`src/rtl/mem_port_arbiter_if.sv`:
```
// Signal bundle around the shared main-memory port: CPU requester, DMA requester and memory array.
// The arbiter takes the slave view; the requesters and the memory take the master view.
interface mem_port_arbiter_if #(
   parameter int AW   = 16,
   parameter int DW   = 16,
   parameter int LENW = 4
);
   logic            cpu_req;
   logic            cpu_we;
   logic [AW-1:0]   cpu_addr;
   logic [DW-1:0]   cpu_wdata;
   logic            cpu_stall;
   logic            cpu_rvalid;
   logic [DW-1:0]   cpu_rdata;

   logic            dma_req;
   logic            dma_we;
   logic [AW-1:0]   dma_addr;
   logic [LENW-1:0] dma_len;
   logic [DW-1:0]   dma_wdata;
   logic            dma_ack;
   logic            dma_rvalid;
   logic [DW-1:0]   dma_rdata;
   logic            dma_done;

   logic            mem_en;
   logic            mem_we;
   logic [AW-1:0]   mem_addr;
   logic [DW-1:0]   mem_wdata;
   logic [DW-1:0]   mem_rdata;

   modport slave (
      input  cpu_req, cpu_we, cpu_addr, cpu_wdata,
      input  dma_req, dma_we, dma_addr, dma_len, dma_wdata,
      input  mem_rdata,
      output cpu_stall, cpu_rvalid, cpu_rdata,
      output dma_ack, dma_rvalid, dma_rdata, dma_done,
      output mem_en, mem_we, mem_addr, mem_wdata
   );

   modport master (
      output cpu_req, cpu_we, cpu_addr, cpu_wdata,
      output dma_req, dma_we, dma_addr, dma_len, dma_wdata,
      output mem_rdata,
      input  cpu_stall, cpu_rvalid, cpu_rdata,
      input  dma_ack, dma_rvalid, dma_rdata, dma_done,
      input  mem_en, mem_we, mem_addr, mem_wdata
   );
endinterface

```
`src/rtl/mem_port_arbiter.sv`:
```
// Shares one synchronous memory port between single-word CPU accesses and committed DMA bursts,
// with a starvation counter that bounds how long a pending DMA burst can lose to the CPU.
module mem_port_arbiter #(
   parameter int AW         = 16,
   parameter int DW         = 16,
   parameter int LENW       = 4,
   parameter int STARVE_LIM = 4
) (
   input logic              clock,
   input logic              reset,
   mem_port_arbiter_if.slave bus
);
   localparam int SW = (STARVE_LIM < 1) ? 1 : $clog2(STARVE_LIM + 1);
   localparam logic [SW-1:0] LIM = SW'(STARVE_LIM);

   typedef enum logic {IDLE, DMA_BURST} state_t;

   state_t          state, state_nx;
   logic [AW-1:0]   base;
   logic [LENW-1:0] len;
   logic [LENW-1:0] idx;
   logic            we_l;
   logic [SW-1:0]   starve_cnt;
   logic            rv_cpu;
   logic            rv_dma;
   logic            done;

   logic            cpu_issue;
   logic            grant;
   logic            last_word;

   always_comb begin
      state_nx      = state;
      cpu_issue     = 1'b0;
      grant         = 1'b0;
      last_word     = 1'b0;
      bus.mem_en    = 1'b0;
      bus.mem_we    = 1'b0;
      bus.mem_addr  = '0;
      bus.mem_wdata = '0;
      bus.dma_ack   = 1'b0;
      if (!reset) begin
         unique case (state)
            IDLE: begin
               // CPU wins unless a DMA request has already lost STARVE_LIM contended cycles
               if (bus.cpu_req && !(bus.dma_req && starve_cnt == LIM)) begin
                  cpu_issue     = 1'b1;
                  bus.mem_en    = 1'b1;
                  bus.mem_we    = bus.cpu_we;
                  bus.mem_addr  = bus.cpu_addr;
                  bus.mem_wdata = bus.cpu_wdata;
               end else if (bus.dma_req) begin
                  grant    = 1'b1;
                  state_nx = DMA_BURST;
               end
            end
            DMA_BURST: begin
               bus.mem_en    = 1'b1;
               bus.mem_we    = we_l;
               bus.mem_addr  = base + AW'(idx);
               bus.mem_wdata = bus.dma_wdata;
               bus.dma_ack   = 1'b1;
               last_word     = (idx == len);
               if (last_word) begin
                  state_nx = IDLE;
               end
            end
            default: state_nx = IDLE;
         endcase
      end
      bus.cpu_stall = bus.cpu_req & ~cpu_issue;
   end

   always_ff @(posedge clock or posedge reset) begin
      if (reset) begin
         state      <= IDLE;
         base       <= '0;
         len        <= '0;
         idx        <= '0;
         we_l       <= 1'b0;
         starve_cnt <= '0;
         rv_cpu     <= 1'b0;
         rv_dma     <= 1'b0;
         done       <= 1'b0;
      end else begin
         state  <= state_nx;
         rv_cpu <= cpu_issue & ~bus.cpu_we;
         rv_dma <= bus.dma_ack & ~we_l;
         done   <= last_word;
         unique case (state)
            IDLE: begin
               if (cpu_issue) begin
                  if (bus.dma_req && starve_cnt != LIM) begin
                     starve_cnt <= starve_cnt + SW'(1);
                  end
               end else if (grant) begin
                  base       <= bus.dma_addr;
                  len        <= bus.dma_len;
                  we_l       <= bus.dma_we;
                  idx        <= '0;
                  starve_cnt <= '0;
               end else begin
                  starve_cnt <= '0;
               end
            end
            DMA_BURST: begin
               starve_cnt <= '0;
               if (!last_word) begin
                  idx <= idx + LENW'(1);
               end
            end
            default: starve_cnt <= '0;
         endcase
      end
   end

   assign bus.cpu_rvalid = rv_cpu;
   assign bus.dma_rvalid = rv_dma;
   assign bus.dma_done   = done;
   assign bus.cpu_rdata  = bus.mem_rdata;
   assign bus.dma_rdata  = bus.mem_rdata;
endmodule
```
`src/flat_wrapper.sv`:
```
// flat-port wrapper written by rule: the top's interface ports become plain ports
module mem_port_arbiter_flat 
#(
   parameter int AW         = 16,
   parameter int DW         = 16,
   parameter int LENW       = 4,
   parameter int STARVE_LIM = 4
)
  (clock, reset, bus_cpu_req, bus_cpu_we, bus_cpu_addr, bus_cpu_wdata, bus_dma_req, bus_dma_we, bus_dma_addr, bus_dma_len, bus_dma_wdata, bus_mem_rdata, bus_cpu_stall, bus_cpu_rvalid, bus_cpu_rdata, bus_dma_ack, bus_dma_rvalid, bus_dma_rdata, bus_dma_done, bus_mem_en, bus_mem_we, bus_mem_addr, bus_mem_wdata);
  mem_port_arbiter_if #(.AW(AW), .DW(DW), .LENW(LENW)) bus_i ();
  input logic clock;
  input logic reset;
  input wire logic [$bits(bus_i.cpu_req)-1:0] bus_cpu_req;
  input wire logic [$bits(bus_i.cpu_we)-1:0] bus_cpu_we;
  input wire logic [$bits(bus_i.cpu_addr)-1:0] bus_cpu_addr;
  input wire logic [$bits(bus_i.cpu_wdata)-1:0] bus_cpu_wdata;
  input wire logic [$bits(bus_i.dma_req)-1:0] bus_dma_req;
  input wire logic [$bits(bus_i.dma_we)-1:0] bus_dma_we;
  input wire logic [$bits(bus_i.dma_addr)-1:0] bus_dma_addr;
  input wire logic [$bits(bus_i.dma_len)-1:0] bus_dma_len;
  input wire logic [$bits(bus_i.dma_wdata)-1:0] bus_dma_wdata;
  input wire logic [$bits(bus_i.mem_rdata)-1:0] bus_mem_rdata;
  output wire logic [$bits(bus_i.cpu_stall)-1:0] bus_cpu_stall;
  output wire logic [$bits(bus_i.cpu_rvalid)-1:0] bus_cpu_rvalid;
  output wire logic [$bits(bus_i.cpu_rdata)-1:0] bus_cpu_rdata;
  output wire logic [$bits(bus_i.dma_ack)-1:0] bus_dma_ack;
  output wire logic [$bits(bus_i.dma_rvalid)-1:0] bus_dma_rvalid;
  output wire logic [$bits(bus_i.dma_rdata)-1:0] bus_dma_rdata;
  output wire logic [$bits(bus_i.dma_done)-1:0] bus_dma_done;
  output wire logic [$bits(bus_i.mem_en)-1:0] bus_mem_en;
  output wire logic [$bits(bus_i.mem_we)-1:0] bus_mem_we;
  output wire logic [$bits(bus_i.mem_addr)-1:0] bus_mem_addr;
  output wire logic [$bits(bus_i.mem_wdata)-1:0] bus_mem_wdata;
  assign bus_i.cpu_req = bus_cpu_req;
  assign bus_i.cpu_we = bus_cpu_we;
  assign bus_i.cpu_addr = bus_cpu_addr;
  assign bus_i.cpu_wdata = bus_cpu_wdata;
  assign bus_i.dma_req = bus_dma_req;
  assign bus_i.dma_we = bus_dma_we;
  assign bus_i.dma_addr = bus_dma_addr;
  assign bus_i.dma_len = bus_dma_len;
  assign bus_i.dma_wdata = bus_dma_wdata;
  assign bus_i.mem_rdata = bus_mem_rdata;
  assign bus_cpu_stall = bus_i.cpu_stall;
  assign bus_cpu_rvalid = bus_i.cpu_rvalid;
  assign bus_cpu_rdata = bus_i.cpu_rdata;
  assign bus_dma_ack = bus_i.dma_ack;
  assign bus_dma_rvalid = bus_i.dma_rvalid;
  assign bus_dma_rdata = bus_i.dma_rdata;
  assign bus_dma_done = bus_i.dma_done;
  assign bus_mem_en = bus_i.mem_en;
  assign bus_mem_we = bus_i.mem_we;
  assign bus_mem_addr = bus_i.mem_addr;
  assign bus_mem_wdata = bus_i.mem_wdata;
  mem_port_arbiter #(.AW(AW), .DW(DW), .LENW(LENW), .STARVE_LIM(STARVE_LIM)) u_core (.clock(clock), .reset(reset), .bus(bus_i));
endmodule
```
`config.mk`:
```
export PLATFORM = sky130hd
export DESIGN_NAME = mem_port_arbiter_flat
export DESIGN_NICKNAME = d
export VERILOG_FILES = /design/src/rtl/mem_port_arbiter_if.sv /design/src/rtl/mem_port_arbiter.sv /design/src/flat_wrapper.sv
export SDC_FILE = /design/constraint.sdc
export NUM_CORES = 1
export LEC_CHECK = 0
export BUFFER_PORTS_ARGS = -buffer_cell sky130_fd_sc_hd__buf_2
export CAP_MARGIN = 10
export CORE_AREA = 3 3 77 79
export DETAILED_ROUTE_END_ITERATION = 16
export DIE_AREA = 0 0 80 82
export GPL_TIMING_DRIVEN = 0
export MAX_ROUTING_LAYER = met4
export PLACE_DENSITY = 0.85
export SLEW_MARGIN = 25
export SYNTH_ARGS = -nofsm -noshare
export SYNTH_HDL_FRONTEND = slang
export SYNTH_SLANG_ARGS = --single-unit
export TNS_END_PERCENT = 100
```
`constraint.sdc`:
```
create_clock -name clock -period 3.8 [get_ports clock]
set_input_delay 0.38 -clock clock [delete_from_list [all_inputs] [get_ports clock]]
set_output_delay 0.38 -clock clock [all_outputs]
set_load 0.02 [all_outputs]
```
Word level (Yosys, flattened, before mapping)
Cells that the tools add are included.
- bits in registers: 32
- bits of input ports: 90
- output and inout bits: 71
- logic and storage cells: 63
- $add $sub $neg: 3
- equal/unequal tests: 7
- multiplexer cells: 31
- bitwise operators: 7
- reduce and logical (&&, ||, !) cells: 6
- operators by type and width (operator ; number):
    16-bit 2-to-1 mux ; 4
    16-bit case mux with 2 select lines ; 2
    16-bit by 4-bit adder with 16-bit output ; 1
    1-bit 2-to-1 mux ; 15
    4-bit 2-to-1 mux ; 3
    4-bit case mux with 2 select lines ; 1
    3-bit 2-to-1 mux ; 2
    3-bit inequality test, second input constant ; 2
    1-bit case mux with 2 select lines ; 3
    3-bit case mux with 2 select lines ; 1
    3-bit AND reduction ; 2
    4-bit by 1-bit adder with 4-bit output, second input constant ; 1
    4-bit == test ; 1
    2-bit inequality test, second input constant ; 2
    1-bit inverter ; 4
    3-bit by 1-bit adder with 3-bit output, second input constant ; 1
    1-bit AND ; 3
    3-bit == test, second input constant ; 1
    1-bit logical AND ; 3
    2-bit by 1-bit inequality test with 1-bit output, second input constant ; 1
    1-bit zero test ; 1

Longest topological paths before layout
Gate-level depths: netlist of run 1.
- word-level depth: 10
- depth in mapped cells: 8
- mapped depth without buffers: 7

Least setup slack after synthesis of run 1
No wires, ideal clock.
- path kind: flip-flop to output port
- start point: reg u_core.idx[0]
- end point: out bus_mem_addr[10]
- arrival time: 2.082 ns
- required time: 3.420 ns
- slack: 1.338 ns
- stages on the path, launching flop included: 8
- buffers on the path: 0
- cell sequence: dfrtp_1 > ha_1 > inv_1 > fa_1 > nand2b_1 > a21o_1 > or4_1 > nand3_1
- longest elaborated chain between the ends: 3
- RTL lines (what ; line ; source):
    start: declaration ; mem_port_arbiter.sv:21 ; logic [LENW-1:0] idx;
    start signal: assignment ; mem_port_arbiter.sv:109 ; idx <= idx + LENW'(1);
    16-bit by 4-bit adder with 16-bit output ; mem_port_arbiter.sv:60 ; bus.mem_addr = base + AW'(idx);
    16-bit case mux with 2 select lines ; mem_port_arbiter.sv:43 ; unique case (state)
    16-bit 2-to-1 mux ; mem_port_arbiter.sv:42 ; if (!reset) begin
    end: declaration ; flat_wrapper.sv:32 ; output wire logic [$bits(bus_i.mem_addr)-1:0] bus_mem_addr;
Every way passes these cells.

Worst setup path in the final report of run 1
Same ends and word-level chain as after synthesis.

==> run_results.csv, run 1 <==
group,metric,value,unit
setup_path,r2r-start,"u_core.starve_cnt[0]$_DFFE_PP0P_",
global_route,track_usage,0.236,
sta,relSlewSlack,0.553,
sta,fin_crit,3.06,ns
die,core_area,5410,um2
outcome,status,"finished, final reports clean",
place,dp_hpwl,6130,um
synthesis,synth.cell_area,2430,um2
worst_hold_path,min_path_type,"primary input to asynchronous set/reset pin",
setup_path,cpPeakStageDelay,0.50,ns
setup_path,cp.required,3.42,ns
synthesis,synth.top_cell.area_share,0.330,
die,die_y,82,um
setup_path,cp_slowest_cell,"or4_1",
sta,fin_tns_setup,0,ns
sta,setup_viol,0,
sta,finalHoldViolCount,0,
cts,insertion_delay,0.28,ns
sta,min_period_over_period,0.805,
final_layout,nets,503,
final_layout,drive_above_1_share,0.534,
final_layout,diodes,0,
die,chipWidth,80,um
flow_run,cap_violations,0,
synthesis,synth.distinct_cells,47,
synthesis,ys_warn_count,0,
cts,clock-sinks,32,
setup_path,r2r_end,"u_core.base[15]$_DFFE_PP0P_",
sta,slew_violations,0,
global_route,grt-ovfl-total,0,
sta,worst_hold_slack,0.256,ns
synthesis,synth_ff_type,"dfrtp_1",
place,numPortBuffers,144,
synthesis,synthTopCellsByArea,"dfrtp_1 (33%), buf_4 (10%), mux2_2 (9.7%)",
routing,drc,0,
synthesis,async_flop_share,1.00,
sta,clock.fmax,327,MHz
die,initial_core_util,0.449,
power_and_ir_drop,powerDensity,666,nW/um2
routing,drtIter0Drc,70,
cts,hold_buffers,0,
global_route,grt_pass1_vias,2467,
synthesis,syn_nets,352,
cts,ctsResizeCount,0,
synthesis,yosysMostFrequentCell,"buf_4",
synthesis,syn-instance-count,254,
setup_path,cp_max_fo,6,
setup_path,critPathArrivalTime,2.68,ns
setup_path,r2r_slack,1.70,ns
setup_path,worst_setup_path_end_kind,"output port",
die,io_pins,161,
routing,vias,2539,
power_and_ir_drop,p_leak,1.78,nW
routing,dr.pass1.iters,4,
cts,cts_buffers,5,
sta,rsz0062_at_grt,"no",
global_route,grt_max_degree,33,
global_route,antenna_found_initial,0,
synthesis,synth_seq_area_share,0.330,
synthesis,yosysTopAreaCell,"dfrtp_1",
sta,fin_skew,0.00467,ns
routing,ant_nets,0,
setup_path,ff2ff_path_depth,6,
routing,routed_wl,7680,um
setup_path,path_class,"flop to output port",
die,rows,27,
routing,via_per_inst,5.31,
cts,clkTransAtPathRegs,0.07,ns
cts,cts_tree,"done",
setup_path,start_kind,"flop",
final_layout,syn_to_final_growth,37.3,%
global_route,grt_pass1_wl,11700,um
sta,tightest_slew,0.669,ns
synthesis,synth-edff-count,0,
cts,cts_max_level,2,
place,finalWeightedCongestion,0.792,
setup_path,worstPathCellList,"ha_1 > inv_1 > fa_1 > nand2b_1 > a21o_1 > or4_1 > nand3_1 > buf_2",
cts,postCtsSetupRepairBufs,0,
synthesis,synth_common_cells,"buf_4 (33), dfrtp_1 (32), mux2_2 (21), a22o_1 (19), nand2_1 (19)",
cts,root_buffer,"clkbuf_8",
die,design.die.area,6560,um2
power_and_ir_drop,vdd_ir_drop_max,573,uV
routing,wl_per_cell,16.1,um
cts,cts.path.max_buffers,2,
synthesis,ys_seq_elements,32,
synthesis,avgSynthCellArea,9.55,um2
[sequential cells by signal, indices dropped and copies added, names as in the netlist]
register / count
u_core.len: 4
u_core.state: 1
u_core.idx: 4
u_core.base: 16
u_core.starve_cnt: 3
u_core.bus.dma_done: 1
u_core.bus.dma_rvalid: 1
u_core.bus.cpu_rvalid: 1
u_core.we_l: 1
[per-stage QoR]
| stage | total power [mW] | cell area [um2] | setup WS, ns | std cells | utilization |
|---|---|---|---|---|---|
| finish | 2.22 | 3330 | 0.742 | 478 | 0.616 |
| global route | 2.40 | 3330 | 0.643 | 478 | 0.616 |
| CTS | 2.22 | 3330 | 0.748 | 478 | 0.616 |
| detailed placement | 1.93 | 3240 | 1.06 | 470 | 0.599 |
| global placement | 1.90 | 3240 | 1.13 | 470 | 0.599 |
| floorplan | 1.55 | 2430 | 1.34 | 254 | - |
[cells by family (layout without fill, tap and decap cells)]
group / after synthesis / in the layout / share of synthesized area
AOI/OAI and AO/OA: 52 / 52 / 0.170
DFF: 32 / 32 / 0.330
buffers and inverters: 51 / 203 / 0.132
and+or+nand+nor: 77 / 77 / 0.177
muxes: 26 / 26 / 0.118
xor gates and xnor gates: 8 / 8 / 0.0289
adders and majority gates: 8 / 8 / 0.0444
[cell usage in the layout, fill, tap and decap left out, types with 5 or more instances in the layout]
cell type / synthesis / routed
dfrtp_1: 32 / 32
nor2_1: 8 / 8
or4_1: 6 / 6
ha_1: 7 / 7
inv_1: 8 / 7
and3_1: 5 / 5
o21ai_0: 6 / 6
nand2_1: 19 / 19
buf_2: 3 / 147
xnor2_1: 8 / 8
clkbuf_8: 0 / 6
buf_4: 33 / 33
mux2i_1: 5 / 5
nand3_1: 16 / 16
mux2_2: 21 / 21
a22o_1: 19 / 19
clkbuf_1: 6 / 7
[layer usage]
| metal | share of wire | GRT usage | wire length (um) | vias to the layer above |
|---|---|---|---|---|
| li1 | - | - | - | 1211 |
| met2 | 0.52 | 0.435 | 4020 | 116 |
| met4 | 0.017 | 0.0811 | 132 | 0 |
| met3 | 0.090 | 0.0471 | 688 | 13 |
| met1 | 0.37 | 0.253 | 2830 | 1199 |
| met5 | 0 | - | 0 | - |
[worst max-delay path: cells and delay by family (launching register included)]
| kind | cells | cell delay (ns) |
|---|---|---|
| AND/OR/NAND/NOR | 3 | 0.84 |
| adder cells (fa/ha/maj) | 2 | 0.61 |
| flip-flops | 1 | 0.46 |
| AO/OA/AOI/OAI | 1 | 0.26 |
| buffers and inverters | 2 | 0.24 |
[cell type report]
type / count / area (um2)
clock inverter: 1 / 7.51
multi-input combinational: 171 / 1310
sequential: 32 / 801
timing repair buffer: 144 / 721
tap: 72 / 90.1
inverter: 9 / 33.8
fill: 492 / 2070
clock buffer: 7 / 86.3
buffer: 42 / 285
[how the worst max path moves through the flow]
stage	startpoint	endpoint	slack [ns]	cells after the start
after detailed placement	u_core.idx[0]$_DFFE_PP0P_	bus_mem_addr[10]	1.06	8
after global routing	u_core.idx[0]$_DFFE_PP0P_	bus_mem_addr[10]	0.64	8
after global placement	u_core.idx[0]$_DFFE_PP0P_	bus_mem_addr[10]	1.13	8
final	u_core.idx[0]$_DFFE_PP0P_	bus_mem_addr[10]	0.74	8
after CTS	u_core.idx[0]$_DFFE_PP0P_	bus_mem_addr[10]	0.75	8
after floorplan	u_core.idx[0]$_DFFE_PP0P_	bus_mem_addr[10]	1.34	7
[power by group]
| group | leakage (nW) | total [mW] | switching, mW | internal (mW) |
|---|---|---|---|---|
| registers | 0.394 | 0.670 | 0.182 | 0.488 |
| logic | 1.34 | 1.27 | 0.718 | 0.555 |
| clock network | 0.0445 | 0.274 | 0.127 | 0.147 |
(Power assumes the default switching activity.)
==> inputs of run 2 (changes only) <==
Settings changed: CORE_AREA 3 3 77 79 to 3 3 80 82, DIE_AREA 0 0 80 82 to 0 0 83 85, PLACE_DENSITY 0.85 to 0.79.
Clock period 3.8 ns to 3.1 ns, I/O delays scaled along.
==> run 2 against run 1 <==
Against the previous run:
- sequential power up 23%
- core utilization down 4.2 points
- hold slack worse by 0.061 ns
- combinational power up 23%
- register-to-register slack worse by 0.73 ns
- critical path type unchanged
- largest cell class unchanged
- largest power group unchanged
==> run_results.csv, run 2 (synthesis gave the netlist of run 1 again) <==
group,metric,value,unit
routing,drtIter0Drc,129,
global_route,grt-ovfl-total,0,
sta,fin_tns_setup,0,ns
die,initial_core_util,0.417,
cts,root_buffer,"clkbuf_8",
global_route,grt_max_degree,33,
routing,wl_per_cell,16.1,um
setup_path,cp_max_fo,6,
sta,rsz0062_at_grt,"no",
sta,relSlewSlack,0.544,
routing,drc,0,
cts,hold_buffers,0,
outcome,status,"finished, final reports clean",
final_layout,multi_input_area,1310,um2
final_layout,final_common_cell,"buf_2",
place,finalWeightedCongestion,0.910,
power_and_ir_drop,p_total,2.72,mW
worst_hold_path,min_path_type,"primary input to flop",
sta,finalHoldViolCount,0,
place,numPortBuffers,144,
cts,cts.path.max_buffers,2,
final_layout,seqCellArea,802,um2
sta,tightest_slew,0.682,ns
cts,cts_tree,"done",
setup_path,worst_setup_path_end_kind,"output port",
place,dp_hpwl,6210,um
flow_run,cap_violations,0,
final_layout,num-fill-cells,547,
cts,clkTransAtPathRegs,0.07,ns
sta,fin_skew,0.00715,ns
sta,min_period_over_period,0.943,
final_layout,mostFrequentLayoutCells,"buf_2 (147), buf_4 (33), dfrtp_1 (31)",
final_layout,diodes,0,
setup_path,cp.required,2.79,ns
routing,routed_wl,7760,um
place,dpl_cell_area,3240,um2
setup_path,critPathArrivalTime,2.61,ns
final_layout,syn_to_final_growth,37.5,%
global_route,antenna_found_initial,0,
die,core_area,5820,um2
final_layout,finish.utilization,0.574,
die,design.die.area,7060,um2
routing,dr.pass1.iters,4,
die,die_y,85,um
sta,worst_hold_slack,0.195,ns
routing,via_per_inst,5.22,
cts,clock-sinks,32,
final_layout,drive_above_1_share,0.537,
global_route,track_usage,0.223,
final_layout,nets,503,
global_route,grt_pass1_wl,12400,um
cts,insertion_delay,0.28,ns
setup_path,start_kind,"flop",
die,rows,28,
cts,cts_buffers,5,
final_layout,top_regs,"u_core.base: 16 flops, u_core.idx: 4 flops, u_core.len: 4 flops",
power_and_ir_drop,powerDensity,814,nW/um2
power_and_ir_drop,vdd_ir_drop_max,486,uV
final_layout,stdcell_area,3340,um2
sta,clock.fmax,342,MHz
die,chipWidth,83,um
routing,vias,2510,
cts,cts_max_level,2,
sta,setup_viol,0,
final_layout,largest_register_ffs,16,
power_and_ir_drop,p_leak,1.78,nW
setup_path,path_class,"flop to output port",
global_route,grt_pass1_vias,2536,
die,io_pins,161,
final_layout,regMostFlops,"u_core.base",
sta,slew_violations,0,
sta,fin_crit,2.92,ns
routing,ant_nets,0,
run 2: path summary, 6_finish.rpt:
path,start,to,slack [ns],cells after the start
max in group asynchronous,reset,u_core.idx[0]$_DFFE_PP0P_,2.43,2
max reg2reg,u_core.starve_cnt[0]$_DFFE_PP0P_,u_core.base[7]$_DFFE_PP0P_,0.97,6
min,bus_cpu_we,u_core.bus.cpu_rvalid$_DFF_PP0_,0.19,2
max,u_core.idx[0]$_DFFE_PP0P_,bus_mem_addr[10],0.18,8
min in group asynchronous,reset,u_core.idx[2]$_DFFE_PP0P_,0.20,2
min reg2reg,u_core.we_l$_DFFE_PP0P_,u_core.bus.dma_rvalid$_DFF_PP0_,0.45,1
run 2: metal layers:
layer,up-vias,part of all wire,GRT usage
li1,1207,-,-
met4,0,0.021,0.0669
met5,-,0,-
met3,14,0.067,0.0476
met2,115,0.53,0.399
met1,1174,0.39,0.250
run 2: report_power, final:
| group | switching [mW] | leakage (nW) | internal (mW) |
|---|---|---|---|
| Combinational | 0.879 | 1.34 | 0.679 |
| Sequential | 0.224 | 0.393 | 0.600 |
| Clock | 0.156 | 0.0445 | 0.180 |
| Total | 1.26 | 1.78 | 1.46 |
run 2: timing repair:
item                                    4_1_cts  5_1_grt
endpoints found under the setup margin        0        1
gates resized for setup                       0        2
buffers inserted                              0        0
endpoints found under the hold margin         0        0
run 2: critical path: stages (launching register included):
cell	delay [ns]
dfrtp_2	0.43
ha_1	0.21
inv_1	0.06
fa_1	0.37
nand2b_1	0.23
a21o_1	0.27
or4_1	0.50
nand3_1	0.09
buf_2	0.16
run 2: final cells by class:
class | instances | share of cell area
multi-input cells | 171 | 0.392
flip-flops and latches | 32 | 0.240
repair buffers | 144 | 0.216
plain buffers | 42 | 0.0855
well taps | 75 | 0.0281
clock buffers | 7 | 0.0259
inverters | 9 | 0.0101
clock inverters | 1 | 0.00225
run 2: through the flow:
stage | worst slack (ns) | cells
floorplan | 0.708 | 254
global route | 0.0741 | 481
detailed placement | 0.441 | 473
global placement | 0.454 | 473
CTS | 0.111 | 481
finish | 0.177 | 481
